[src/rtl/usb_buffer_controller.sv]
// ----------------------------------------------------------------------------
// usb_buffer_controller: packet sequencer and access arbiter for the endpoint
// data buffer (USB RX/TX side versus host side).  Rev 1.0
// ----------------------------------------------------------------------------
`default_nettype none

module usb_buffer_controller #(
  parameter int MAX_BYTES  = 64,
  parameter int RX_TIMEOUT = 255
) (
  input  logic       clk,
  input  logic       n_rst,
  input  logic       i_rx_packet_start,
  input  logic       i_rx_byte_valid,
  input  logic       i_rx_packet_done,
  input  logic       i_rx_error,
  input  logic       i_tx_start_req,
  input  logic       i_tx_byte_req,
  input  logic       i_tx_done,
  input  logic       i_host_wr_req,
  input  logic       i_host_rd_req,
  input  logic [1:0] i_host_size,
  input  logic       i_host_clear,
  input  logic [6:0] i_buffer_occupancy,
  output logic       o_store_rx_packet_data,
  output logic       o_get_tx_packet_data,
  output logic       o_store_tx_data,
  output logic       o_get_rx_data,
  output logic       o_clear,
  output logic       o_buffer_reserved,
  output logic [1:0] o_data_size,
  output logic       o_host_ack,
  output logic       o_host_err,
  output logic       o_rx_data_ready,
  output logic       o_tx_busy,
  output logic       o_rx_nak,
  output logic       o_overflow_err,
  output logic       o_timeout_err
);

  localparam logic [2:0] c_st_idle      = 3'd0;
  localparam logic [2:0] c_st_rx_active = 3'd1;
  localparam logic [2:0] c_st_rx_hold   = 3'd2;
  localparam logic [2:0] c_st_tx_active = 3'd3;
  localparam logic [2:0] c_st_flush     = 3'd4;

  localparam logic [7:0] c_max_bytes  = 8'(MAX_BYTES);
  localparam logic [7:0] c_rx_timeout = 8'(RX_TIMEOUT);

  logic [2:0] r_state;
  logic [7:0] r_cnt;
  logic       r_ovf;
  logic       r_to;

  logic [2:0] w_next_state;
  logic [7:0] w_next_cnt;
  logic [7:0] w_cnt_inc;
  logic       w_set_ovf;
  logic       w_set_to;
  logic [2:0] w_size;
  logic       w_size_ok;
  logic       w_wr_fit;
  logic       w_rd_ok;
  logic       w_full;
  logic       w_occ_nz;

  always_comb begin
    case (i_host_size)
      2'b00:   w_size = 3'd1;
      2'b01:   w_size = 3'd2;
      2'b10:   w_size = 3'd4;
      default: w_size = 3'd0;
    endcase
  end

  assign w_size_ok = (i_host_size != 2'b11);
  assign w_wr_fit  = (({1'b0, i_buffer_occupancy} + {5'd0, w_size}) <= c_max_bytes);
  assign w_rd_ok   = (i_buffer_occupancy >= {4'd0, w_size});
  assign w_full    = ({1'b0, i_buffer_occupancy} >= c_max_bytes);
  assign w_occ_nz  = (i_buffer_occupancy != 7'd0);
  assign w_cnt_inc = (r_cnt == 8'hFF) ? r_cnt : r_cnt + 8'd1;

  // Strobes are pure decodes of state and inputs, forced low while in reset.
  always_comb begin
    w_next_state           = r_state;
    w_next_cnt             = r_cnt;
    w_set_ovf              = 1'b0;
    w_set_to               = 1'b0;
    o_store_rx_packet_data = 1'b0;
    o_get_tx_packet_data   = 1'b0;
    o_store_tx_data        = 1'b0;
    o_get_rx_data          = 1'b0;
    o_clear                = 1'b0;
    o_host_ack             = 1'b0;
    o_host_err             = 1'b0;
    o_rx_nak               = 1'b0;
    if (!n_rst) begin
      w_next_state = c_st_idle;
    end else if (i_host_clear) begin
      w_next_state = c_st_flush;
    end else begin
      case (r_state)
        c_st_idle: begin
          if (i_rx_packet_start) begin
            w_next_state = c_st_rx_active;
            w_next_cnt   = 8'd0;
          end else if (i_tx_start_req) begin
            if (w_occ_nz) w_next_state = c_st_tx_active;
            else          o_host_err   = 1'b1;
          end else if (i_host_wr_req) begin
            if (w_size_ok && w_wr_fit) begin
              o_store_tx_data = 1'b1;
              o_host_ack      = 1'b1;
            end else begin
              o_host_err = 1'b1;
            end
          end else if (i_host_rd_req) begin
            if (w_size_ok && w_rd_ok) begin
              o_get_rx_data = 1'b1;
              o_host_ack    = 1'b1;
            end else begin
              o_host_err = 1'b1;
            end
          end
        end
        c_st_rx_active: begin
          if (i_rx_error) begin
            w_next_state = c_st_flush;
          end else if (i_rx_byte_valid) begin
            if (!w_full) begin
              o_store_rx_packet_data = 1'b1;
              w_next_cnt             = 8'd0;
              // The stored byte guarantees a non-empty buffer on done.
              if (i_rx_packet_done) w_next_state = c_st_rx_hold;
            end else begin
              w_set_ovf    = 1'b1;
              w_next_state = c_st_flush;
            end
          end else if (i_rx_packet_done) begin
            w_next_state = w_occ_nz ? c_st_rx_hold : c_st_idle;
          end else begin
            w_next_cnt = w_cnt_inc;
            if (w_cnt_inc >= c_rx_timeout) begin
              w_set_to     = 1'b1;
              w_next_state = c_st_flush;
            end
          end
        end
        c_st_rx_hold: begin
          o_rx_nak = i_rx_packet_start;
          if (i_host_wr_req) begin
            o_host_err = 1'b1;
          end else if (i_host_rd_req) begin
            if (w_size_ok && w_rd_ok) begin
              o_get_rx_data = 1'b1;
              o_host_ack    = 1'b1;
              if (i_buffer_occupancy == {4'd0, w_size}) w_next_state = c_st_idle;
            end else begin
              o_host_err = 1'b1;
            end
          end
        end
        c_st_tx_active: begin
          o_rx_nak             = i_rx_packet_start;
          o_get_tx_packet_data = i_tx_byte_req && w_occ_nz;
          if (i_tx_done) w_next_state = c_st_idle;
        end
        c_st_flush: begin
          o_clear      = 1'b1;
          w_next_state = c_st_idle;
        end
        default: w_next_state = c_st_idle;
      endcase
    end
  end

  assign o_data_size       = (o_store_tx_data || o_get_rx_data) ? i_host_size : 2'b00;
  assign o_buffer_reserved = (r_state == c_st_rx_active) || (r_state == c_st_tx_active);
  assign o_rx_data_ready   = (r_state == c_st_rx_hold);
  assign o_tx_busy         = (r_state == c_st_tx_active);
  assign o_overflow_err    = r_ovf;
  assign o_timeout_err     = r_to;

  always_ff @(posedge clk or negedge n_rst) begin
    if (!n_rst) begin
      r_state <= c_st_idle;
      r_cnt   <= 8'd0;
      r_ovf   <= 1'b0;
      r_to    <= 1'b0;
    end else begin
      r_state <= w_next_state;
      r_cnt   <= w_next_cnt;
      if (i_host_clear) begin
        r_ovf <= 1'b0;
        r_to  <= 1'b0;
      end else begin
        if (w_set_ovf) r_ovf <= 1'b1;
        if (w_set_to)  r_to  <= 1'b1;
      end
    end
  end

endmodule

`default_nettype wire

[config.mk]
export PLATFORM = sky130hd
export DESIGN_NAME = usb_buffer_controller
export DESIGN_NICKNAME = d
export VERILOG_FILES = /design/src/rtl/usb_buffer_controller.sv
export SDC_FILE = /design/constraint.sdc
export NUM_CORES = 1
export LEC_CHECK = 0
export BUFFER_PORTS_ARGS = -buffer_cell sky130_fd_sc_hd__buf_2
export CORE_MARGIN = 2
export CORE_UTILIZATION = 53
export CTS_CLUSTER_DIAMETER = 200
export DETAILED_ROUTE_END_ITERATION = 10
export GPL_ROUTABILITY_DRIVEN = 0
export PLACE_DENSITY = 0.89
export SETUP_SLACK_MARGIN = 0.15
export SLEW_MARGIN = 25
export SYNTH_ARGS = -nofsm -noshare
export SYNTH_HDL_FRONTEND = slang
export SYNTH_SLANG_ARGS = --single-unit
[constraint.sdc]
create_clock -name clk -period 2.2 [get_ports clk]
set_input_delay 0 -clock clk [delete_from_list [all_inputs] [get_ports clk]]
set_output_delay 0 -clock clk [all_outputs]
set_load 0.01 [all_outputs]
==> flow_metrics.py, run 1 <==
metrics = {
    "drt": {
        "firstDrtPassIters": 4,
        "drc": 0,
        "vias_per_cell": 6.12,
        "num_vias": 1560,
        "drt_iter0_drc": 78,
        "wirelength_um": 3610,
        "avgRoutedWirePerCell_um": 14.2,
        "detail-route-antenna-nets": 0,
    },
    "floorplanning": {
        "design.core.area_um2": 2500,
        "rows": 18,
        "start_util_pct": 56.3,
        "fp.dieH_um": 55.5,
        "die_w_um": 55.5,
        "die-area_um2": 3080,
        "pin_count": 36,
    },
    "timing": {
        "setup_viol": 0,
        "setup_ws_ns": 0.221,
        "maxSlewViolCount": 0,
        "min_period_ns": 1.98,
        "period_share_pct": 89.9,
        "rsz0062_at_grt": "yes",
        "slew-limit-headroom_pct": 60.7,
        "hold_violations": 0,
        "fin_tns_setup_ns": 0,
        "worstMarginPinSlew_ns": 0.584,
        "fin_worst_skew_ns": 0.00648,
        "fmax_mhz": 505,
    },
    "setup_path": {
        "endpoint": "o_data_size[1]",
        "path_class": "flop to output pin",
        "rr_worst_depth": 6,
        "ff2ff_setup_slack_ns": 0.27,
        "cp.arrival_ns": 1.98,
        "worst_ep_required_time_ns": 2.20,
        "path_max_fanout": 4,
        "timing.rr.start": "r_cnt[0]$_DFFE_PN0P_",
        "cp-end-kind": "output pin",
        "r2r-end": "r_state[1]$_DFFE_PN0P_",
        "cp-start-kind": "flop",
        "setup.worst_path.start": "r_state[0]$_DFFE_PN0P_",
    },
    "yosys": {
        "ys_seq_area_share_pct": 23.1,
        "synth_top_area_share_pct": 23.1,
        "synth.distinct_cells": 54,
        "avgSynthCellArea_um2": 7.78,
        "synthesis.nets": 210,
        "synth.most_common_cell": "inv_1",
        "syn-instance-count": 181,
        "synth_area_leader_cell": "dfrtp_1",
        "synth_top_flop_cell": "dfrtp_1",
        "async_reset_ff_share_pct": 100,
        "syn_area_um2": 1410,
        "yosysWarnings": 0,
        "synth_edf_count": 0,
        "netlist_top_cells_count": "inv_1, a21oi_1, dfrtp_1, nand2_1, nor2_1",
        "synthTopCellsByArea": "dfrtp_1, ha_1, a21oi_1",
        "ys_seq_elements": 13,
    },
    "clock_network": {
        "clock-root-buffer": "clkbuf_4",
        "clock-sinks": 13,
        "clock_latency_ns": 0.28,
        "cts.path.max_buffers": 2,
        "cts_tree": "done",
        "htreeDepth": 1,
        "path_clk_slew_ns": 0.08,
        "cts_inserted_buffers": 3,
    },
    "outcome": {
        "outcome": "finished clean",
    },
    "flow_run": {
        "maxCapViolCount": 0,
    },
    "grt": {
        "grt.total_usage_pct": 22.6,
        "grt_pass1_wl_um": 5710,
        "grt_pass1_vias": 1279,
        "antenna_found_initial": 0,
        "grt_max_degree": 16,
        "grt-ovfl-total": 0,
    },
    "placement": {
        "dp_hpwl_um": 2590,
        "io_buffers": 35,
        "dp_cells": 246,
        "dp_slack_ns": 0.214,
    },
    "worst_hold_path": {
        "hold_path_startpoint": "i_rx_byte_valid",
        "hp-class": "input pin to flop",
    },
    "power": {
        "p_leak_nw": 0.812,
        "power_density_nw_per_um2": 333,
        "ir_worst_vdd_uv": 377,
    },
    "layout": {
        "num_antenna_cells": 0,
        "synthToLayoutAreaGrowth_pct": 24.0,
        "final_cells": 255,
        "drive_gt1_share_pct": 29.3,
        "num-nets-final": 255,
    },
}
worst max-delay path, cell delays in order, from the launching register on:
cell and delay [ns]:
dfrtp_2 0.40, or4b_4 0.56, or4_4 0.46, a21boi_2 0.14, buf_2 0.13
power by group:
part | leakage (nW) | total (mW) | switching [mW] | internal, mW
combinational | 0.619 | 0.171 | 0.0955 | 0.0757
sequential | 0.176 | 0.261 | 0.0141 | 0.247
clock | 0.0177 | 0.150 | 0.0824 | 0.0676
total | 0.812 | 0.582 | 0.192 | 0.390
cell type report:
cell class,count,area [um^2]
clock buffers,3,22.5
repair buffers,45,258
fillers,196,754
flip-flops and latches,13,328
well taps,30,37.5
multi-input cells,149,1040
inverters,14,52.6
clock inverters,1,5.00
logic make-up after synthesis:
group,synth area share (%)
flip-flops,23.1
adder cells (fa/ha/maj),7.64
AND/OR/NAND/NOR,36.6
XOR/XNOR,1.24
multiplexers,2.31
AO/OA/AOI/OAI,23.3
buffers and inverters,5.78
stage by stage:
stage | utilization (%) | total power [mW] | area, um^2 | hold WS, ns
after floorplan | - | 0.356 | 1410 | -0.296
after global placement | 65.2 | 0.414 | 1630 | -0.207
after detailed placement | 65.2 | 0.417 | 1630 | -0.206
after CTS | 67.8 | 0.578 | 1700 | 0.00106
after global routing | 69.8 | 0.625 | 1750 | 0.0101
final | 69.8 | 0.582 | 1750 | 0.0172
layout by cell type (no fill, tap or decap), drive strengths merged, types with 2 or more instances in the layout:
master	instances
nor4	4
nand4	4
mux2	2
o22ai	2
nor2b	5
nand3	8
ha	7
nand4b	2
nand3b	3
and3	4
a21o	2
buf	42
dlygate4sd3	3
dfrtp	13
nand2b	7
o21ai	8
nor2	12
a31oi	3
nor3b	4
a21boi	2
a21oi	13
o31ai	4
and2	5
nor3	8
clkbuf	3
inv	14
or3	2
o21a	3
nand2	12
flip-flops by register name, indices dropped and copies added, names as in the netlist:
name	count
o_timeout_err	1
r_cnt	8
r_state	3
o_overflow_err	1
metal layers:
layer,wire length (um),global-route usage (%),share of wire (%),vias up
met4,46,6.27,1.3,0
li1,-,-,-,765
met2,1720,36.2,48,71
met1,1600,30.5,44,718
met5,0,0,0,-
met3,248,5.39,6.9,6
worst min path at each step:
stage / to / cells past startpoint
after floorplan: o_overflow_err$_DFFE_PN0P_ / 0
after global placement: o_overflow_err$_DFFE_PN0P_ / 1
after detailed placement: o_overflow_err$_DFFE_PN0P_ / 1
after CTS: o_timeout_err$_DFFE_PN0P_ / 2
after global routing: o_timeout_err$_DFFE_PN0P_ / 2
final: o_timeout_err$_DFFE_PN0P_ / 2
repair_timing:
action	CTS	global route
resized for setup	1	12
setup endpoints to repair	6	8
pin swaps	2	4
gates cloned	0	0
setup buffers	1	1
hold buffers	3	0
endpoints found under the hold margin	15	0
No activity file was read; power rests on OpenSTA's default activity.
==> inputs of run 2 (changes only) <==
--- a/config.mk
+++ b/config.mk
@@ -11,7 +11,7 @@
 export CTS_CLUSTER_DIAMETER = 200
 export DETAILED_ROUTE_END_ITERATION = 10
 export GPL_ROUTABILITY_DRIVEN = 0
-export PLACE_DENSITY = 0.89
+export PLACE_DENSITY = 0.81
 export SETUP_SLACK_MARGIN = 0.15
 export SLEW_MARGIN = 25
 export SYNTH_ARGS = -nofsm -noshare
==> constraint.sdc (replaced) <==
create_clock -name clk -period 2.2 [get_ports clk]
set_input_delay 0 -clock clk [delete_from_list [all_inputs] [get_ports clk]]
set_output_delay 0 -clock clk [all_outputs]
set_load 0.005 [all_outputs]
==> run 2 against run 1 <==
  * Maximum frequency decreased by 0.38%
  * Sequential power about the same
  * First-iteration DRC count rose by 23%
  * Total power rose by 0.38%
==> flow_metrics.py, run 2 (same netlist as run 1, synthesis figures left out) <==
metrics = {
    "outcome": {
        "outcome": "finished clean",
    },
    "clock_network": {
        "clock_latency_ns": 0.29,
        "clock-root-buffer": "clkbuf_4",
        "cts_tree": "done",
        "htreeDepth": 1,
        "clock-sinks": 13,
        "path_clk_slew_ns": 0.08,
        "cts_inserted_buffers": 3,
        "cts.path.max_buffers": 2,
    },
    "setup_path": {
        "crit_chain": "buf_2 -> nor2_2 -> ha_2 -> fa_1 -> nor2b_1 -> nand4_1 -> a311oi_2 -> or3_1 -> o21ai_0 -> buf_2",
        "path_max_fanout": 6,
        "cp.arrival_ns": 1.99,
        "cp-start-kind": "input pin",
        "endpoint": "o_host_err",
        "ff2ff_setup_slack_ns": 0.28,
        "worst_ep_required_time_ns": 2.20,
        "setup.worst_path.start": "i_host_size[1]",
        "cp-end-kind": "output pin",
        "cpMostUsedCell": "buf_2",
        "max_stage_delay_ns": 0.42,
        "timing.rr.start": "r_state[1]$_DFFE_PN0P_",
        "rr_worst_depth": 5,
        "path_class": "input pin to output pin",
        "cp_slowest_cell": "fa_1",
        "r2r-end": "r_state[0]$_DFFE_PN0P_",
    },
    "power": {
        "combPwrFrac_pct": 29.1,
        "switching_power_uw": 190,
        "internal_power_uw": 394,
        "seqPwrFrac_pct": 44.6,
        "p_leak_nw": 0.806,
        "switching_share_pct": 32.5,
        "p_clk_share_pct": 26.3,
        "ir_worst_vdd_uv": 365,
        "power_density_nw_per_um2": 336,
    },
    "timing": {
        "maxSlewViolCount": 0,
        "period_share_pct": 90.3,
        "slew-limit-headroom_pct": 62.6,
        "fmax_mhz": 503,
        "fin_worst_skew_ns": 0.00127,
        "min_period_ns": 1.99,
        "setup_viol": 0,
        "fin_tns_setup_ns": 0,
        "worstMarginPinSlew_ns": 0.556,
        "hold_violations": 0,
        "rsz0062_at_grt": "yes",
    },
    "worst_hold_path": {
        "hp-class": "input pin to flop",
    },
    "grt": {
        "grt_pass1_wl_um": 6040,
        "grt.total_usage_pct": 23.7,
        "grt_max_degree": 16,
        "antenna_found_initial": 0,
        "grt_pass1_vias": 1417,
        "grt-ovfl-total": 0,
    },
    "flow_run": {
        "maxCapViolCount": 0,
    },
    "placement": {
        "placed_area_um2": 1620,
        "io_buffers": 35,
        "dp_hpwl_um": 2820,
    },
    "drt": {
        "detail-route-antenna-nets": 0,
        "avgRoutedWirePerCell_um": 14.5,
        "drc": 0,
        "drt_iter0_drc": 96,
        "vias_per_cell": 6.18,
        "num_vias": 1570,
        "firstDrtPassIters": 4,
        "wirelength_um": 3680,
    },
    "layout": {
        "drive_gt1_share_pct": 27.2,
        "largest_reg_flops": 8,
        "num_antenna_cells": 0,
        "top_register": "r_cnt",
        "reg_top3": "r_cnt: 8 flops, r_state: 3 flops",
        "num-nets-final": 254,
        "synthToLayoutAreaGrowth_pct": 23.5,
        "fin_area_um2": 1740,
        "fillers": 206,
        "multi_input_area_um2": 1040,
        "final_cell_mix": "buf_2, inv_1, a21oi_1, nand2_1",
        "final_common_cell": "buf_2",
        "regArea_um2": 328,
    },
    "floorplanning": {
        "rows": 18,
        "die_w_um": 55.5,
        "pin_count": 36,
        "fp.dieH_um": 55.5,
        "start_util_pct": 56.3,
        "die-area_um2": 3080,
        "design.core.area_um2": 2500,
    },
}
==> run 2: worst min path at each step <==
| stage | depth (start not counted) | startpoint | slack, ns | end |
|---|---|---|---|---|
| after CTS | 3 | i_buffer_occupancy[6] | 0.06 | o_overflow_err$_DFFE_PN0P_ |
| after detailed placement | 1 | n_rst | -0.12 | r_state[2]$_DFFE_PN0P_ |
| after global routing | 3 | i_buffer_occupancy[6] | 0.10 | o_overflow_err$_DFFE_PN0P_ |
| final | 3 | i_buffer_occupancy[6] | 0.07 | o_overflow_err$_DFFE_PN0P_ |
| after floorplan | 0 | n_rst | -0.30 | o_overflow_err$_DFFE_PN0P_ |
| after global placement | 1 | n_rst | -0.14 | r_state[2]$_DFFE_PN0P_ |
==> run 2: layout make-up <==
class,count,share of cell area [%]
Sequential cell,13,18.9
Multi-Input combinational cell,149,59.8
Tap cell,30,2.16
Clock buffer,4,1.51
Timing Repair Buffer,44,14.7
Inverter,14,3.02
==> run 2: stage by stage <==
stage | power, mW | cells | hold slack [ns] | worst slack (ns) | utilization, %
2_1_floorplan | 0.354 | 181 | -0.296 | 0.310 | -
3_3_place_gp | 0.410 | 245 | -0.136 | 0.266 | 64.9
3_5_place_dp | 0.417 | 245 | -0.123 | 0.179 | 64.9
4_1_cts | 0.577 | 254 | 0.0550 | 0.162 | 67.9
5_1_grt | 0.615 | 254 | 0.104 | 0.149 | 69.5
6_report | 0.584 | 254 | 0.0682 | 0.214 | 69.5
==> run 2: layer usage <==
layer | vias to the layer above | wire length [um] | track usage, %
met1 | 718 | 1530 | 29.6
met3 | 12 | 259 | 1.64
met2 | 79 | 1790 | 41.8
li1 | 761 | - | -
met5 | - | 0 | 0
met4 | 0 | 97 | 10.1
==> run 2: repair_timing <==
item	CTS	global route
buffers inserted	1	0
hold endpoints to repair	15	0
hold buffers	4	0
gates resized for setup	1	12
pin swaps	1	4
endpoints found under the setup margin	4	8
==> run 2: critical path: cells and delay by family <==
kind	cells	cell delay [ns]
buf+inv	2	0.27
simple gates	4	0.57
fa+ha+maj	2	0.65
compound gates	2	0.49
==> run 2: power groups by stage <==
stage,Sequential [mW],Clock [mW],Combinational [mW]
3_3_place_gp,0.265,0,0.145
6_report,0.260,0.154,0.170
3_5_place_dp,0.266,0,0.151
4_1_cts,0.259,0.156,0.161
5_1_grt,0.262,0.162,0.190
2_1_floorplan,0.259,0,0.0954
